==> config.mk <==
export PLATFORM = sky130hd
export DESIGN_NAME = fwd_hazard_ctrl
export DESIGN_NICKNAME = d
export VERILOG_FILES = /design/src/rtl/fwd_hazard_ctrl.sv
export SDC_FILE = /design/constraint.sdc
export NUM_CORES = 1
export LEC_CHECK = 0
export CAP_MARGIN = 0
export CORE_ASPECT_RATIO = 2
export CORE_MARGIN = 3
export CORE_UTILIZATION = 44
export DETAILED_ROUTE_END_ITERATION = 12
export HOLD_SLACK_MARGIN = 0.03
export PLACE_DENSITY_LB_ADDON = 0.1
export SYNTH_ARGS = -nofsm -noshare
export SYNTH_HDL_FRONTEND = slang
export SYNTH_SLANG_ARGS = --single-unit
==> constraint.sdc <==
create_clock -name clk -period 1.8 [get_ports clk]
set_input_delay 0.36 -clock clk [delete_from_list [all_inputs] [get_ports clk]]
set_output_delay 0.36 -clock clk [all_outputs]
set_load 0.01 [all_outputs]
==> src/rtl/fwd_hazard_ctrl.sv <==
// Forwarding and load-use hazard controller for the EX-stage ALU operand muxes.
// Tracks in-flight destination tags and registers operand selects into EX.
module fwd_hazard_ctrl #(
  parameter int CNT_W = 16
) (
  input  logic             clk,
  input  logic             rst_n,
  input  logic             hold,
  input  logic             flush,
  input  logic             id_valid,
  input  logic [4:0]       id_rs1,
  input  logic [4:0]       id_rs2,
  input  logic             id_use_rs1,
  input  logic             id_use_rs2,
  input  logic             id_a_pc,
  input  logic             id_b_imm,
  input  logic [4:0]       id_rd,
  input  logic             id_wen,
  input  logic             id_is_load,
  input  logic             id_ld_trim,
  output logic [2:0]       ex_A_sel,
  output logic [2:0]       ex_B_sel,
  output logic             stall_id,
  output logic             ex_bubble,
  output logic [CNT_W-1:0] stall_cnt
);

  typedef struct packed {
    logic       valid;
    logic [4:0] rd;
    logic       wen;
    logic       is_load;
    logic       ld_trim;
  } tag_t;

  localparam logic [2:0] SEL_PC    = 3'b000;
  localparam logic [2:0] SEL_D1    = 3'b001;
  localparam logic [2:0] SEL_D2    = 3'b000;
  localparam logic [2:0] SEL_IMM   = 3'b001;
  localparam logic [2:0] SEL_ALU   = 3'b010;
  localparam logic [2:0] SEL_DIN   = 3'b011;
  localparam logic [2:0] SEL_TRIM  = 3'b100;

  tag_t             ex_q, ex_d, mem_q, mem_d, wb_q, wb_d, id_tag_s;
  logic [2:0]       a_sel_q, a_sel_d, b_sel_q, b_sel_d;
  logic [2:0]       a_sel_nxt_s, b_sel_nxt_s;
  logic             bubble_q, bubble_d;
  logic [CNT_W-1:0] cnt_q, cnt_d;
  logic             ld_use_s;
  logic             advance_s;
  logic             wb_unused;

  function automatic logic prod_match(tag_t t, logic [4:0] rs, logic use_rs);
    return t.valid & t.wen & (t.rd != 5'd0) & (t.rd == rs) & use_rs;
  endfunction

  // WB is never a forwarding source: the register file is write-first.
  function automatic logic [2:0] fwd_sel(tag_t ex, tag_t mem, logic [4:0] rs,
                                         logic use_rs, logic [2:0] dflt);
    if (prod_match(ex, rs, use_rs) && !ex.is_load) begin
      return SEL_ALU;
    end else if (prod_match(mem, rs, use_rs)) begin
      if (mem.is_load && mem.ld_trim) begin
        return SEL_TRIM;
      end else begin
        return SEL_DIN;
      end
    end else begin
      return dflt;
    end
  endfunction

  assign id_tag_s = '{valid: 1'b1, rd: id_rd, wen: id_wen,
                      is_load: id_is_load, ld_trim: id_ld_trim};

  assign ld_use_s = ex_q.is_load &
                    ((prod_match(ex_q, id_rs1, id_use_rs1) & !id_a_pc) |
                     (prod_match(ex_q, id_rs2, id_use_rs2) & !id_b_imm));

  assign stall_id  = id_valid & !flush & ld_use_s;
  assign advance_s = id_valid & !stall_id & !flush;

  assign a_sel_nxt_s = id_a_pc  ? SEL_PC  : fwd_sel(ex_q, mem_q, id_rs1, id_use_rs1, SEL_D1);
  assign b_sel_nxt_s = id_b_imm ? SEL_IMM : fwd_sel(ex_q, mem_q, id_rs2, id_use_rs2, SEL_D2);

  assign wb_unused = ^wb_q;

  // Next-state: advance the tag pipeline unless frozen by hold.
  always_comb begin
    ex_d     = ex_q;
    mem_d    = mem_q;
    wb_d     = wb_q;
    a_sel_d  = a_sel_q;
    b_sel_d  = b_sel_q;
    bubble_d = bubble_q;
    cnt_d    = cnt_q;
    if (!hold) begin
      wb_d  = mem_q;
      mem_d = ex_q;
      if (advance_s) begin
        ex_d     = id_tag_s;
        a_sel_d  = a_sel_nxt_s;
        b_sel_d  = b_sel_nxt_s;
        bubble_d = 1'b0;
      end else begin
        ex_d     = '0;
        a_sel_d  = SEL_D1;
        b_sel_d  = SEL_D2;
        bubble_d = 1'b1;
      end
      if (stall_id && (cnt_q != {CNT_W{1'b1}})) begin
        cnt_d = cnt_q + {{(CNT_W-1){1'b0}}, 1'b1};
      end else begin
        cnt_d = cnt_q;
      end
    end else begin
      cnt_d = cnt_q;
    end
  end

  // State registers with synchronous active-low reset.
  always_ff @(posedge clk) begin
    if (!rst_n) begin
      ex_q     <= '0;
      mem_q    <= '0;
      wb_q     <= '0;
      a_sel_q  <= SEL_D1;
      b_sel_q  <= SEL_D2;
      bubble_q <= 1'b1;
      cnt_q    <= '0;
    end else begin
      ex_q     <= ex_d;
      mem_q    <= mem_d;
      wb_q     <= wb_d;
      a_sel_q  <= a_sel_d;
      b_sel_q  <= b_sel_d;
      bubble_q <= bubble_d;
      cnt_q    <= cnt_d;
    end
  end

  assign ex_A_sel  = a_sel_q;
  assign ex_B_sel  = b_sel_q;
  assign ex_bubble = bubble_q;
  assign stall_cnt = cnt_q;

endmodule

==> qor.txt, run 1 <==
outcome: complete, but fails checks
failing checks: negative setup slack
RSZ-0062 raised after global routing: true
antenna viol nets, final: 0
register area share after synthesis: 0.397
CP Class: flop to output port
Hold Path Stages: 2
met3 routed WL: 200 um
Syn. warnings: 0
internal power: 0.00150 W
Seq pwr share: 0.474
Chip Width: 54.5 um
DRC: 0
first-pass GRT wire length: 9720 um
Hold Path End: ex_B_sel[2]
ys async rst share: 0
area occupied by registers: 833 sq um
Sw Ratio: 0.228
share of the synthesized area in the top cell type: 0.397
Synth top cells by count: 41 x dfxtp_1, 20 x nand2_1, 17 x a21oi_1
CP arrival: 1.81 ns
post-DR vias/cell: 5.55
P_sw: 0.000444 W
clock sink total: 41
most area-consuming cells after synthesis: dfxtp_1 40%, mux2i_1 5.3%, xnor2_1 5.1%
initial DRC count: 47
R2R Path Start: ex_q[6]
via count: 2,209
Buffers on Ports: 50
fillcell total: 327
initial antenna violation count: 0
Mapped Cells: 232
clock-pin slew on the worst setup and hold paths: 0.08 ns
All-Layer GR Usage: 0.241
cell taking the most area after synthesis: dfxtp_1
slew margin rel.: 0.678
Clock Skews: 0.00440 ns
Setup crit end kind: output port
vias in the first global route: 2,145
# diodes: 0
grt ovf: 0
CP Launch Point: ex_q[6]
MaxCap Viol Count: 0
syn nets: 260
final hold slack: 0.449 ns
final worst-path setup slack: -0.370 ns
Power Total: 0.00195 W
CP Launch Type: flop
Detailed Routing Iterations Pass 1: 4
P_leak: 1.31 nW
worst vdd ir: 0.000553 V
core region area: 4420 sq um
Clock Tree Buf Depth: 2
area post-placement: 3030 sq um
CTS tree: yes
std cell rows: 34
EDFF count, synth: 0
reg2reg setup slack: -0.33 ns
final core utilization: 0.749
die area: 5610 sq um
area grow syn2layout: 60.2%
Max Used Layer: met4
Clk network pwr share: 0.403
worst reg2reg path endpoint: stall_cnt[14]
final wirelength: 6190 um
met2 wire length: 3560 um
Worst EP required: 1.44 ns
final setup fails: 28
area of the multi-input gates: 1300 sq um
FF-to-FF path depth: 7
Slew Viols, Final: 0
Skew-Pair Late Insertion Delay: 0.30 ns
fmax: 0.461 GHz
Nets: 371
wire length per cell: 15.6 um
H-tree Lvls: 2
final design instance area without fill: 3310 sq um
Final Cycle Share: 1.21
Primary FF master, synth: dfxtp_1
largest net degree at the start of global routing: 25
dpl ws: -1.00 ns
layout cell share with drive strength beyond 1: 0.285
PwrDens: 588 nW/um^2
IO Pins: 51
CTS buffer count: 5
average size of a mapped cell: 8.91 sq um
Synth Register Bits: 41
wire length on met1: 2150 um
most frequent cell after synthesis: dfxtp_1
Initial Utilization: 0.467
Worst Tran Pin Value: 0.482 ns
synth unique cells: 43
combinational share of power: 0.122
Detail Placement HPWL: 4610 um
Die Y: 103 um
Fin. Hold Viols: 0
crit path max fanout: 3
Hold Startpoint: ex_B_sel[2]
root buf cell: clkbuf_8
gp weighted congestion: 0.940
Synth Cell Area: 2070 sq um
Hold Crit Class: flop to flop
Final min period: 2.17 ns
==> power by group through the flow <==
stage	clock network, W	logic, W	registers (W)
after global routing	0.000832	0.000255	0.000924
after floorplan	0	0.0000784	0.000946
after detailed placement	0	0.000221	0.000946
final	0.000785	0.000238	0.000923
after CTS	0.000804	0.000229	0.000922
after global placement	0	0.000218	0.000946
==> metrics by stage <==
step | std cells | setup TNS [ns]
after CTS | 396 | -6.05
after detailed placement | 381 | -24.74
final | 398 | -4.68
after global placement | 381 | -22.56
after floorplan | 232 | -0.126
after global routing | 398 | -7.34
==> cell families (layout without fill, tap and decap cells) <==
group | Yosys count | in the layout | share of synthesized area
buffers and inverters | 14 | 125 | 0.0309
AO/OA/AOI/OAI | 53 | 54 | 0.175
AND/OR/NAND/NOR | 92 | 92 | 0.253
multiplexers | 11 | 11 | 0.0533
XOR/XNOR | 20 | 20 | 0.0847
adder cells (fa/ha/maj) | 1 | 1 | 0.00605
flip-flops | 41 | 41 | 0.397
==> how the worst max path moves through the flow <==
stage / end / slack [ns] / cells after the start
4_1_cts: stall_id / -0.33 / 6
3_5_place_dp: stall_id / -1.00 / 7
2_1_floorplan: stall_id / -0.13 / 7
5_1_grt: stall_id / -0.42 / 6
6_report: stall_id / -0.37 / 6
3_3_place_gp: stall_id / -0.95 / 7
==> state kept, by name, summed over array words and instances, names as in the netlist <==
register	cells
ex_q	9
ex_B_sel	3
ex_bubble	1
ex_A_sel	3
mem_q	9
stall_cnt	16
==> cells in the final DEF (no fill, tap or decap), drive strengths merged, types with 2 or more instances in the layout <==
master | Yosys | final
clkbuf | 6 | 7
a21oi | 17 | 17
nand4b | 2 | 2
nor4 | 7 | 7
nand2b | 4 | 4
o21a | 3 | 3
a22o | 10 | 10
nor2 | 13 | 13
dlygate4sd2 | 0 | 8
nand3 | 9 | 9
o31ai | 6 | 6
nand2 | 20 | 20
inv | 5 | 5
and4 | 2 | 2
or3 | 5 | 5
nor3b | 2 | 2
xor2 | 8 | 8
mux2i | 11 | 11
and3 | 3 | 3
or4 | 5 | 5
a21o | 2 | 2
and2 | 3 | 3
xnor2 | 12 | 12
nand4 | 8 | 8
nor3 | 5 | 5
nor2b | 2 | 2
o21ai | 8 | 8
o31a | 3 | 3
buf | 3 | 63
o211ai | 1 | 2
dfxtp | 41 | 41
clkdlybuf4s50 | 0 | 39
==> what timing repair did <==
| action | CTS | global route |
|---|---|---|
| gates cloned | 1 | 0 |
| gates resized for setup | 23 | 14 |
| hold buffers | 0 | 0 |
| endpoints found under the setup margin | 33 | 33 |
| pin swaps | 16 | 12 |
| setup buffers | 7 | 3 |
==> metal layers <==
layer	global-route usage	vias up
li1	-	1077
met1	0.230	1039
met2	0.453	74
met3	0.0347	19
met4	0.138	0
met5	0	-
==> cell type report <==
class,count,share of cell area
sequential,41,0.252
clock buffer,7,0.0261
timing repair buffer,112,0.294
inverter,5,0.00567
multi-input combinational,178,0.393
clock inverter,1,0.00907
tap,54,0.0204
==> critical path: stages, from the launching register on <==
cell and delay [ns]:
dfxtp_4 0.36, xnor2_2 0.14, nand4_1 0.19, nor4_4 0.36
o21ai_2 0.14, nor3b_4 0.17, buf_2 0.15
No activity file was read; power rests on OpenSTA's default activity.
==> run 2: changes to the inputs <==
--- a/config.mk
+++ b/config.mk
@@ -7,8 +7,8 @@
 export LEC_CHECK = 0
 export CAP_MARGIN = 0
 export CORE_ASPECT_RATIO = 2
-export CORE_MARGIN = 3
 export CORE_UTILIZATION = 44
+export CTS_BUF_LIST = sky130_fd_sc_hd__clkbuf_16
 export DETAILED_ROUTE_END_ITERATION = 12
 export HOLD_SLACK_MARGIN = 0.03
 export PLACE_DENSITY_LB_ADDON = 0.1
==> qor.txt, run 2 (same netlist as run 1, synthesis figures left out) <==
slew margin rel.: 0.785 (+0.108)
failing checks: negative setup slack
CP arrival: 1.78 ns (-0.03 ns)
area post-placement: 3030 sq um (-0.21%)
Final Cycle Share: 1.19 (-0.0164)
area of the multi-input gates: 1400 sq um (+7.1%)
PwrDens: 664 nW/um^2 (+13%)
clock-pin slew on the worst setup and hold paths: 0.06 ns (-0.02 ns)
worst vdd ir: 0.00107 V (+94%)
Largest stage delay, worst path: 0.35 ns (about the same)
root buf cell: clkbuf_16
clock sink total: 41 (unchanged)
DRC: 0 (unchanged)
area grow syn2layout: 69.4%
fillcell total: 333 (+1.8%)
Worst EP required: 1.44 ns (about the same)
Clock Tree Buf Depth: 2 (unchanged)
RSZ-0062 raised after global routing: true
cts hold-fix bufs: 0 (unchanged)
Skew-Pair Late Insertion Delay: 0.28 ns (-0.02 ns)
crit path max fanout: 4 (+1)
initial DRC count: 41 (-13%)
grt ovf: 0 (unchanged)
initial antenna violation count: 0 (unchanged)
fmax: 0.467 GHz (+1.4%)
Die Y: 98.9 um (-3.9%)
Hold Crit Class: flop to flop
post-DR vias/cell: 5.68 (+2.4%)
final setup fails: 30 (+7.1%)
Worst Tran Pin Value: 0.320 ns (-0.162 ns)
CP Launch Type: flop
Final min period: 2.14 ns (-0.0296 ns)
P_leak: 1.40 nW (+6.3%)
most frequent cells in the layout: 54 x buf_4, 37 x clkdlybuf4s50_1, 34 x dfxtp_1
IO Pins: 51 (unchanged)
crit-path cells: xnor2_1 > nand3_2 > nor4_4 > o21ai_4 > nor3b_4 > buf_2
via count: 2,268 (+2.7%)
core region area: 4550 sq um (+2.9%)
CTS buffer count: 5 (unchanged)
setup tns final: -5.03 ns (-0.352 ns)
Initial Utilization: 0.454 (-0.0133)
most common cell after layout, fill and taps aside: buf_4
met1 usage: 0.222 (-0.00789)
Detail Placement HPWL: 4620 um (+0.15%)
final core utilization: 0.769 (+0.0204)
largest net degree at the start of global routing: 25 (unchanged)
Clock Skews: 0.00341 ns (-0.000985 ns)
CP Class: flop to output port
wire length per cell: 17.0 um (+9.2%)
grt peak-use layer: met2
Power Total: 0.00232 W (+19%)
Detailed Routing Iterations Pass 1: 4 (unchanged)
layout cell share with drive strength beyond 1: 0.337 (+0.0523)
std cell rows: 35 (+2.9%)
first-pass GRT wire length: 9670 um (-0.50%)
area occupied by registers: 835 sq um (+0.15%)
gp weighted congestion: 0.908 (-3.4%)
CTS tree: yes
met2 GRT Util: 0.522 (+0.0687)
MaxCap Viol Count: 0 (unchanged)
antenna viol nets, final: 0 (unchanged)
# diodes: 0 (unchanged)
Chip Width: 50.5 um (-7.3%)
max reg flops: 16 (unchanged)
Buffers on Ports: 50 (unchanged)
Slew Viols, Final: 0 (unchanged)
vias in the first global route: 2,184 (+1.8%)
final wirelength: 6780 um (+9.5%)
dpl ws: -0.980 ns (+0.0243 ns)
die area: 4990 sq um (-11%)
H-tree Lvls: 2 (unchanged)
final worst-path setup slack: -0.340 ns (+0.0296 ns)
final design instance area without fill: 3500 sq um (+5.7%)
Slowest cell on crit path: dfxtp_4
Setup crit end kind: output port
GRT met3 Usage: 0.0340 (-0.000782)
Fin. Hold Viols: 0 (unchanged)
outcome: complete, but fails checks
All-Layer GR Usage: 0.260 (+0.0192)
Nets: 371 (unchanged)
-- run 2: cell count changes in the layout (fill, tap and decap cells not counted), moves of 4 or more --
cell	delta
clkbuf_8	-6
a21oi_1	-4
buf_6	+5
a21oi_2	+4
clkbuf_16	+5
buf_4	-6
-- run 2: power by group --
part           internal (W)  switching [W]  leakage [nW]
logic              0.000131       0.000105         0.968
registers          0.000915      0.0000106         0.335
clock network      0.000792       0.000370        0.0938
total               0.00184       0.000486          1.40
-- run 2: layout make-up --
cell class,instances,area share
Multi-Input combinational cell,178,0.398
Timing Repair Buffer,112,0.284
Sequential cell,41,0.238
Clock buffer,5,0.0357
Tap cell,55,0.0196
Clock inverter,3,0.0186
Inverter,5,0.00536
-- run 2: path summary, 6_finish.rpt --
kind                             startpoint             to  slack [ns]  depth (start not counted)
worst max-delay path                ex_q[5]       stall_id       -0.34                          6
worst min-delay path            ex_B_sel[2]    ex_B_sel[2]        0.45                          2
worst max register to register      ex_q[5]  stall_cnt[15]       -0.34                          8
worst min register to register  ex_B_sel[2]    ex_B_sel[2]        0.45                          2
-- run 2: layer usage --
| layer | up-vias | routed length (um) |
|---|---|---|
| met4 | 0 | 314 |
| li1 | 1075 | - |
| met1 | 1098 | 2240 |
| met5 | - | 0 |
| met2 | 73 | 4040 |
| met3 | 22 | 186 |
-- run 2: critical path, delay by kind of cell, from the launching register on --
family	cells	cell delay (ns)
and+or+nand+nor	3	0.69
buffers and inverters	1	0.15
xor gates and xnor gates	1	0.17
AOI/OAI and AO/OA	1	0.14
DFF	1	0.35
-- run 2: stage by stage --
stage | hold WS (ns) | instances
CTS | 0.453 | 393
detailed placement | 0.444 | 381
finish | 0.448 | 399
global placement | 0.439 | 381
floorplan | 0.449 | 232
global route | 0.490 | 399
-- run 2: timing repair --
item,4_1_cts,5_1_grt
gates cloned,1,3
endpoints found under the setup margin,33,33
pin swaps,19,19
setup buffers,4,3
gates resized for setup,30,41
==> run 3: changes to the inputs <==
--- a/config.mk
+++ b/config.mk
@@ -12,6 +12,7 @@
 export DETAILED_ROUTE_END_ITERATION = 12
 export HOLD_SLACK_MARGIN = 0.03
 export PLACE_DENSITY_LB_ADDON = 0.1
+export SLEW_MARGIN = 20
 export SYNTH_ARGS = -nofsm -noshare
 export SYNTH_HDL_FRONTEND = slang
 export SYNTH_SLANG_ARGS = --single-unit
==> results of run 3 <==
Final layout, timing and power as in run 2 (identical DEF).
